[config.mk]
export PLATFORM = sky130hd
export DESIGN_NAME = lcd_cmd_engine
export DESIGN_NICKNAME = d
export VERILOG_FILES = /design/src/rtl/lcd_cmd_engine.sv
export SDC_FILE = /design/constraint.sdc
export NUM_CORES = 1
export LEC_CHECK = 0
export ABC_CLOCK_PERIOD_IN_PS = 2400
export CAP_MARGIN = 20
export CORE_MARGIN = 1
export CORE_UTILIZATION = 40
export CTS_CLUSTER_DIAMETER = 50
export DETAILED_ROUTE_END_ITERATION = 16
export GPL_ROUTABILITY_DRIVEN = 1
export PLACE_DENSITY_LB_ADDON = 0.05
export SYNTH_ARGS = -nofsm -noshare
export SYNTH_HDL_FRONTEND = slang
export SYNTH_SLANG_ARGS = --single-unit
[constraint.sdc]
create_clock -name clk -period 2.4 [get_ports clk]
set_input_delay 0.48 -clock clk [delete_from_list [all_inputs] [get_ports clk]]
set_output_delay 0.48 -clock clk [all_outputs]
set_load 0.02 [all_outputs]
[src/rtl/lcd_cmd_engine.sv]
// Command engine for an HD44780-style LCD: strobes one byte out as one 8-bit or two 4-bit transfers.
// Optional macro LCD_LONG_CMD_EN stretches the execution wait to T_LONG for clear/home commands.
module lcd_cmd_engine #(
  parameter int unsigned BUS_WIDTH = 4,
  parameter int unsigned T_SETUP   = 2,
  parameter int unsigned T_PULSE   = 12,
  parameter int unsigned T_GAP     = 50,
  parameter int unsigned T_WAIT    = 2000,
  parameter int unsigned T_LONG    = 82000,
  parameter int unsigned CNT_W     = 17
) (
  input  logic                 clk,
  input  logic                 rst,
  input  logic                 start,
  input  logic                 rs_in,
  input  logic                 rw_in,
  input  logic [7:0]           data_in,
  output logic                 busy,
  output logic                 done,
  output logic                 lcd_rs,
  output logic                 lcd_rw,
  output logic                 lcd_e,
  output logic [BUS_WIDTH-1:0] sf_d
);

  localparam longint unsigned TMax = 64'd1 << CNT_W;

  if (!(BUS_WIDTH == 4 || BUS_WIDTH == 8)) begin : g_bad_width
    $error("lcd_cmd_engine: BUS_WIDTH must be 4 or 8");
  end
  if (T_SETUP < 1 || T_PULSE < 1 || T_GAP < 1 || T_WAIT < 1 || T_LONG < 1 ||
      T_SETUP >= TMax || T_PULSE >= TMax || T_GAP >= TMax || T_WAIT >= TMax ||
      T_LONG >= TMax) begin : g_bad_timing
    $error("lcd_cmd_engine: timing parameter out of range for CNT_W");
  end

  localparam logic [CNT_W-1:0] LimSetup = CNT_W'(T_SETUP - 1);
  localparam logic [CNT_W-1:0] LimPulse = CNT_W'(T_PULSE - 1);
  localparam logic [CNT_W-1:0] LimGap   = CNT_W'(T_GAP - 1);
  localparam logic [CNT_W-1:0] LimWait  = CNT_W'(T_WAIT - 1);
`ifdef LCD_LONG_CMD_EN
  localparam logic [CNT_W-1:0] LimLong  = CNT_W'(T_LONG - 1);
`endif

  typedef enum logic [2:0] {
    StIdle, StSetup, StStrobe1, StGap, StStrobe2, StWait
  } state_e;

  state_e               state_q, state_d;
  logic [CNT_W-1:0]     cnt_q, cnt_d, lim, wait_lim;
  logic                 rs_q, rs_d, rw_q, rw_d;
  logic [7:0]           data_q, data_d;
  logic                 busy_q, busy_d, done_q, done_d, e_q, e_d;
  logic                 lcd_rs_q, lcd_rs_d, lcd_rw_q, lcd_rw_d, drive;
  logic [BUS_WIDTH-1:0] sf_q, sf_next;

  always_comb begin
`ifdef LCD_LONG_CMD_EN
    wait_lim = (!rs_q && !rw_q && (data_q == 8'h01 || data_q == 8'h02)) ? LimLong : LimWait;
`else
    wait_lim = LimWait;
`endif
    lim = '0;
    case (state_q)
      StSetup:              lim = LimSetup;
      StStrobe1, StStrobe2: lim = LimPulse;
      StGap:                lim = LimGap;
      StWait:               lim = wait_lim;
      default:              lim = '0;
    endcase

    state_d = state_q;
    cnt_d   = cnt_q;
    rs_d    = rs_q;
    rw_d    = rw_q;
    data_d  = data_q;
    if (state_q == StIdle) begin
      if (start) begin
        state_d = StSetup;
        cnt_d   = '0;
        rs_d    = rs_in;
        rw_d    = rw_in;
        data_d  = data_in;
      end
    end else if (cnt_q == lim) begin
      cnt_d = '0;
      case (state_q)
        StSetup:   state_d = StStrobe1;
        StStrobe1: state_d = (BUS_WIDTH == 8) ? StWait : StGap;
        StGap:     state_d = StStrobe2;
        StStrobe2: state_d = StWait;
        default:   state_d = StIdle;
      endcase
    end else begin
      cnt_d = cnt_q + 1'b1;
    end

    // Outputs are derived from the next state so the registered pins line up with state_q.
    busy_d   = (state_d != StIdle);
    e_d      = (state_d == StStrobe1) || (state_d == StStrobe2);
    drive    = (state_d == StSetup) || (state_d == StStrobe1) ||
               (state_d == StGap) || (state_d == StStrobe2);
    lcd_rs_d = drive & rs_d;
    lcd_rw_d = drive & rw_d;
    done_d   = (state_d == StWait) && (cnt_d == wait_lim);
    case (state_d)
      StSetup, StStrobe1: sf_next = data_d[7 -: BUS_WIDTH];
      StGap, StStrobe2:   sf_next = data_d[BUS_WIDTH-1:0];
      default:            sf_next = '0;
    endcase
  end

  always_ff @(posedge clk or posedge rst) begin
    if (rst) begin
      state_q  <= StIdle;
      cnt_q    <= '0;
      rs_q     <= 1'b0;
      rw_q     <= 1'b0;
      data_q   <= '0;
      busy_q   <= 1'b0;
      done_q   <= 1'b0;
      e_q      <= 1'b0;
      lcd_rs_q <= 1'b0;
      lcd_rw_q <= 1'b0;
      sf_q     <= '0;
    end else begin
      state_q  <= state_d;
      cnt_q    <= cnt_d;
      rs_q     <= rs_d;
      rw_q     <= rw_d;
      data_q   <= data_d;
      busy_q   <= busy_d;
      done_q   <= done_d;
      e_q      <= e_d;
      lcd_rs_q <= lcd_rs_d;
      lcd_rw_q <= lcd_rw_d;
      sf_q     <= sf_next;
    end
  end

  assign busy   = busy_q;
  assign done   = done_q;
  assign lcd_e  = e_q;
  assign lcd_rs = lcd_rs_q;
  assign lcd_rw = lcd_rw_q;
  assign sf_d   = sf_q;

endmodule

* After elaboration in Yosys (flattened, before gate mapping)
Index checks and enable logic that the tools add are counted.
** Word-level totals
- Register bits :: 39
- Output and inout port bits :: 9
** Cells by class
- Bitwise gates (word level) :: 2
- Eq/ne operators :: 12
- Reduce and logical (&&, ||, !) cells :: 10
- $add $sub $neg :: 1
- Multiplexer cells :: 15
** Operators with widths (number)
- two-way mux 17 bit :: 3
- one-hot mux 11 bit (4 select lines) :: 1
- adder 17 x 1 -> 17 bit, second input constant :: 1
- equality test 17 x 11 -> 1 bit, second input constant :: 1
- equality test 17 bit :: 1
- two-way mux 8 bit :: 2
- equality test 3 x 2 -> 1 bit, second input constant :: 4
- equality test 3 bit, second input constant :: 4
- one-hot mux 3 bit (4 select lines) :: 1
- two-way mux 3 bit :: 3
- one-hot mux 4 bit (2 select lines) :: 1
- equality test 3 x 1 -> 1 bit, second input constant :: 2
- OR reduction 2 bit :: 3
- logical OR 1 bit :: 4
- two-way mux 1 bit :: 4
- logical NOT 3 bit :: 1
- nonzero test 3 bit :: 1
- bitwise AND 1 bit :: 2
- logical AND 1 bit :: 1

* Depth between registers and ports, before layout
Gate-level depths: netlist of the first run.
- Depth after elaboration :: 11
- Gate-level depth with buffers :: 10
- Gate-level depth less buffers :: 9

* Least setup slack after synthesis of the first run
OpenSTA, ideal clock, no wires.
- Kind :: flip-flop to flip-flop
- Start :: register state_q[1]
- End :: register busy_q (netlist: busy)
- Setup time :: 0.131 ns
- Arrival time :: 2.494 ns
- Path buffers :: 1
- Setup slack :: -0.226 ns
- Cell stages (with the launch flop) :: 10
- Cell sequence :: dfrtp_1 or3_1 a2111o_1 nand3_1 and2_1 buf_6 mux2_4 a311oi_4 inv_2 or3_1
** Between the ends
- Longest elaborated chain between the ends :: 7
- Elaborated cells on any way between the ends :: 14
- Classes of those cells :: 6 x eq/ne; 5 x mux; 3 x reduce/logical
** Ends and longest elaborated chain
- from (decl) :: RTL line 49 : state_e state_q, state_d;
- from (signal assigned) :: RTL line 115 : state_q <= StIdle;
- from (signal assigned) :: RTL line 127 : state_q <= state_d;
- equality test 3 bit / equality test 3 x 2 -> 1 bit (equally long branches) :: RTL line 64, 87
- OR reduction 2 bit :: RTL line 64 : case (state_q)
- one-hot mux 11 bit (4 select lines) :: RTL line 64
- equality test 17 bit :: RTL line 85 : end else if (cnt_q == lim) begin
- two-way mux 3 bit :: RTL line 85
- two-way mux 3 bit (*) :: RTL line 77 : if (state_q == StIdle) begin
- via state_d[0] :: RTL line 49
- nonzero test 3 bit (*) :: RTL line 99 : busy_d = (state_d != StIdle);
- via busy_d :: RTL line 53 : logic busy_q, busy_d, done_q, done_d, e_q, e_d;
- to (signal assigned) :: RTL line 132 : busy_q <= busy_d;
- to (decl) :: RTL line 53
Mark *: on every way through the listed nets, which the timed path passes. The rest lies on a longest branch.

* Worst setup path after layout of the first run
- Start :: register state_q[2]
- End :: register busy_q (netlist: busy)
Same word-level chain as after synthesis.

==> results of run 1 <==
worst max-delay path, cell delays in order (launching register included):
cell and delay, ps:
dfrtp_1 440, or3_4 390, a2111o_1 450, nand3_4 110, and2_4 170, mux2_4 310, a311oi_4 240, inv_2 60
or3_1 310
registers in the layout, indices dropped and copies added, names as in the netlist:
| signal | cells |
|---|---|
| cnt_q | 17 |
| data_q | 8 |
| sf_d | 4 |
| state_q | 3 |
| busy | 1 |
| done | 1 |
| lcd_e | 1 |
| lcd_rs | 1 |
| lcd_rw | 1 |
| rs_q | 1 |
| rw_q | 1 |
placed cells by master, fill, tap and decap left out, types with 2 or more instances in the layout:
cell type,count
clkinvlp_4,2
and3_1,4
nand2_1,30
clkdlybuf4s50_1,21
buf_4,54
a32o_1,4
o21ai_1,2
clkbuf_8,5
nor4_2,2
a22o_1,2
nand3_1,9
nor3_1,5
dfrtp_1,39
nand3b_1,5
mux2_4,2
a21boi_0,2
nand2b_1,3
xor2_1,3
nand4_1,2
o31ai_1,2
mux2i_1,2
a21o_1,2
a21oi_1,7
inv_1,3
nor2_1,14
mux2_2,10
nor4_1,3
nor2b_1,2
a2111o_1,2
a31oi_1,2
xnor2_1,3
o21ai_0,18
kinds of logic (layout without fill, tap and decap cells):
logic type      after synthesis  in the layout
xor+xnor                      6              6
flops                        39             39
simple gates                 93             93
fa+ha+maj                     1              1
compound gates               54             54
mux                          14             14
buf+inv                      19             87
timing repair:
action | 4_1_cts | 5_1_grt
pin swaps | 6 | 4
setup endpoints to repair | 6 | 6
resized for setup | 4 | 14
buffers inserted | 4 | 2
layout make-up:
type | instances | area, sq um | area share
Clock buffer | 5 | 68.8 | 0.0233
Clock inverter | 3 | 20.0 | 0.00678
Inverter | 4 | 15.0 | 0.00509
Multi-Input combinational cell | 168 | 1170 | 0.396
Sequential cell | 39 | 976 | 0.331
Tap cell | 70 | 87.6 | 0.0297
Timing Repair Buffer | 75 | 616 | 0.209
metrics by stage:
step	instance area [sq um]	hold slack, ps
final	2950	502
after floorplan	2150	467
after CTS	2860	510
after detailed placement	2730	490
after global routing	2950	522
after global placement	2730	481
power by group:
group | internal (W) | switching [W]
clock | 0.000202 | 0.000248
sequential | 0.000874 | 0.000124
combinational | 0.000956 | 0.000954
total | 0.00203 | 0.00133
how the worst max path moves through the flow:
| stage | from | to | slack, ps | cells past startpoint |
|---|---|---|---|---|
| after floorplan | state_q[2] | busy | -120 | 9 |
| after global placement | state_q[1] | done | -200 | 8 |
| after detailed placement | state_q[1] | done | -290 | 8 |
| after CTS | state_q[0] | busy | -150 | 8 |
| after global routing | state_q[2] | busy | -250 | 8 |
| final | state_q[2] | busy | -190 | 8 |
layer usage:
metal  track usage  share of wire  up-vias  routed length, um
met4        0.0587          0.010        0                 59
met5             0              0        -                  0
met3        0.0361          0.028        6                156
li1              -              -      946                  -
met1         0.273           0.45      958               2570
met2         0.376           0.51       34               2860
==> results.yml, run 1 <==
place:
  port_buffers: 21
  dp.cells: 350
  gp_congestion: 0.820
  place_ws_ps: -292
  dp_hpwl_um: 4020
floorplanning:
  initial_core_util: 0.416
  core_area_sq_um: 5140
  io-pin-count: 22
  die_h_um: 75.1
  die_w_um: 75.1
  rows: 26
  dieArea_sq_um: 5640
power_and_ir_drop:
  cellPowerDensity_nw_per_um2: 1140
  ir_drop_uv: 580
  total_power_w: 0.00336
  leakage_nw: 1.27
synth:
  synth_edf_count: 0
  yosysWarnings: 0
  synthCells: 226
  synth_area_leaders: "dfrtp_1 (46%), mux2_2 (5.8%), nand2_1 (5.3%), o21ai_0 (4.4%), nor2_1 (2.6%)"
  yosys-top-cells-count: "dfrtp_1 (39), nand2_1 (30), o21ai_0 (19)"
  yosysTopAreaCell: "dfrtp_1"
  synth_seq_area_share: 0.456
  ys_ff_latch: 39
  synth_top_area_frac: 0.456
  synth_fa_ha_area_frac: 0.00585
  synth_flop_cell: "dfrtp_1"
  synth_top_family_by_area: "simple AND/OR/NAND/NOR gates"
  synth.distinct_cells: 50
  synth_xor_area_frac: 0.0246
  synth_simple_gate_area_frac: 0.216
  synthMuxAreaShare: 0.0743
  syn_area_sq_um: 2140
  synth_compound_area_frac: 0.179
  synth.net_count: 240
  synth_async_sr_flop_share: 1.00
  yosysMostFrequentCell: "dfrtp_1"
  syn_avg_cell_area_sq_um: 9.46
global_routing:
  grtUsageTotal: 0.215
  grt_pass1_wl_um: 9050
  overflow: 0
  antenna_found_initial: 0
  grt_pass1_vias: 1921
  grt_max_degree: 40
worst_hold_path:
  hp-start: "rs_q"
  min_path_cells: 1
  min_to: "rs_q"
  hold_class: "reg -> reg"
timing:
  hold_viol: 0
  setup_slack_ps: -187
  rsz0062_at_grt: "true"
  fin_crit_sh: 1.08
  finalCriticalPeriod_ps: 2590
  finalMaxSlewViolations: 0
  slew_headroom: 0.669
  fin_tns_setup_ps: -331
  max_freq_mhz: 387
  setup_violations: 5
  worstMarginPinSlew_ps: 496
  fin_worst_skew_ps: 3.79
detailed_routing:
  avgRoutedWirePerCell_um: 15.5
  drtIter0Drc: 95
  dr.pass1.iters: 4
  vias_per_cell: 5.34
  ant_nets: 0
  drt_wl_total_um: 5650
  drc: 0
  dr_total_vias: 1944
critical_path:
  timing.rr.end: "busy"
  reg2regPathDepth: 8
  cp.required_ps: 2570
  crit_fanout: 5
  rrSetupSlack_ps: -190
  cp-end-kind: "register"
  crit_arrival_ps: 2760
  r2r-start: "state_q[2]"
  cp-start-kind: "register"
  critPathKind: "reg -> reg"
outcome:
  violations: "setup timing"
  status: "finished with violations"
final_layout:
  final_util: 0.574
  instances_no_fill: 364
  layout-drive-gt1-share: 0.313
  diodes: 0
  area_growth_syn_to_layout_pct: 38.0
  nNetsFinal: 307
  fillers: 486
run:
  cap_violations: 0
clock_tree:
  cts-root-buf: "clkbuf_8"
  holdBufCountCts: 0
  ctsHtreeMaxLevel: 2
  cts.sinks: 39
  clockBufferDepth: 2
  cts_inserted_buffers: 5
  cts.clk_slew.worst_paths_ps: 80
  cts_tree: "yes"
  clock_latency_ps: 290
Note: power is estimated with default switching activity, not from simulation.
==> run 2: changes to the inputs <==
- PLACE_DENSITY_LB_ADDON: 0.05 -> not set
- SKIP_CTS_REPAIR_TIMING: not set -> 1
==> results.yml, run 2 (synthesis gave the netlist of run 1 again) <==
timing:
  fin_worst_skew_ps: 4.91
  worstMarginPinSlew_ps: 504
  whs_ps: 500
  slew_headroom: 0.664
  finalCriticalPeriod_ps: 2500
  setup_slack_ps: -104
  rsz0062_at_grt: "true"
  fin_crit_sh: 1.04
  hold_viol: 0
  finalMaxSlewViolations: 0
  setup_violations: 2
  max_freq_mhz: 399
floorplanning:
  die_w_um: 75.1
  initial_core_util: 0.416
  core_area_sq_um: 5140
  dieArea_sq_um: 5640
  die_h_um: 75.1
  rows: 26
  io-pin-count: 22
power_and_ir_drop:
  p_int_w: 0.00213
  leakage_nw: 1.29
  combPwrFrac: 0.586
  switching_power_w: 0.00129
  cellPowerDensity_nw_per_um2: 1160
  pwr-share-clk: 0.127
  p_seq_frac: 0.287
  switching_share: 0.378
  ir_drop_uv: 657
global_routing:
  antenna_found_initial: 0
  overflow: 0
  grtUsageTotal: 0.209
  grt_max_degree: 40
  grt_pass1_wl_um: 8560
  grt_pass1_vias: 1827
place:
  dp_hpwl_um: 3830
  placed_area_sq_um: 2730
  port_buffers: 21
  gp_congestion: 0.840
  dp.cells: 350
critical_path:
  cp-start-kind: "register"
  cp.required_ps: 2580
  crit_arrival_ps: 2680
  crit_fanout: 3
  critPathKind: "reg -> reg"
  cp-end-kind: "register"
clock_tree:
  ctsHtreeMaxLevel: 2
  cts-root-buf: "clkbuf_8"
  cts.sinks: 39
  cts_tree: "yes"
  cts_inserted_buffers: 5
  cts.clk_slew.worst_paths_ps: 70
  clock_latency_ps: 300
  clockBufferDepth: 2
final_layout:
  fillers: 486
  final_util: 0.574
  largest_reg_flops: 17
  nNetsFinal: 308
  post-route-cell-area_sq_um: 2950
  instances_no_fill: 365
  top_register: "cnt_q"
  diodes: 0
  area_growth_syn_to_layout_pct: 37.9
  final_common_cell: "buf_4"
  layout_common_cells: "buf_4 (50), dfrtp_1 (39), nand2_1 (30), clkdlybuf4s50_1 (21), o21ai_0 (19)"
  layout-drive-gt1-share: 0.305
worst_hold_path:
  hold_class: "reg -> reg"
detailed_routing:
  drtIter0Drc: 154
  dr.pass1.iters: 4
  dr_total_vias: 1937
  ant_nets: 0
  drt_wl_total_um: 5370
  vias_per_cell: 5.31
  avgRoutedWirePerCell_um: 14.7
  drc: 0
outcome:
  status: "finished with violations"
  violations: "setup timing"
run:
  cap_violations: 0
==> run 2: changes by cell type in the layout (fill, tap and decap cells not counted), sizes merged <==
cell,delta
clkinvlp,-1
clkbuf,+1
buf,+1
==> run 2: power groups by stage <==
stage	Sequential [W]	Combinational, W	Clock (W)
floorplan	0.00104	0.000995	0
global placement	0.000981	0.00177	0
detailed placement	0.000987	0.00178	0
CTS	0.000976	0.00179	0.000457
global route	0.00100	0.00218	0.000475
finish	0.000980	0.00200	0.000436
==> run 2: final timing paths <==
kind | from | endpoint | depth (start not counted) | slack (ps)
worst max-delay path | state_q[2] | busy | 8 | -100
worst min-delay path | rs_q | rs_q | 1 | 500
worst max register to register | state_q[2] | busy | 8 | -100
worst min register to register | rs_q | rs_q | 1 | 500
max in group asynchronous | rst | state_q[2] | 3 | 1440
min in group asynchronous | rst | data_q[6] | 3 | 610
==> run 2: final cells by class <==
class / count / area [sq um] / area share
clock buffers: 6 / 72.6 / 0.0246
clock inverters: 2 / 12.5 / 0.00424
inverters: 4 / 15.0 / 0.00509
multi-input cells: 168 / 1130 / 0.385
flip-flops and latches: 39 / 976 / 0.331
well taps: 70 / 87.6 / 0.0297
repair buffers: 76 / 651 / 0.221
==> run 2: through the flow <==
stage | setup slack, ps | setup TNS, ps | total power [W]
global placement | -87.0 | -114 | 0.00275
global route | -200 | -385 | 0.00366
detailed placement | -112 | -162 | 0.00276
finish | -104 | -140 | 0.00342
CTS | -144 | -218 | 0.00322
floorplan | -117 | -117 | 0.00204
==> run 2: worst max-delay path, stage by stage (launching register included) <==
cell	delay, ps
dfrtp_1	390
or3_4	390
a2111o_1	390
nand3_2	100
and2_4	160
mux2_4	310
a311oi_4	300
inv_2	50
or3_1	300
==> run 2: routing by layer <==
metal	routed length, um	track usage	vias to the layer above
li1	-	-	949
met1	2520	0.280	942
met2	2540	0.323	36
met3	195	0.0535	10
met4	112	0.0839	0
met5	0	0	-
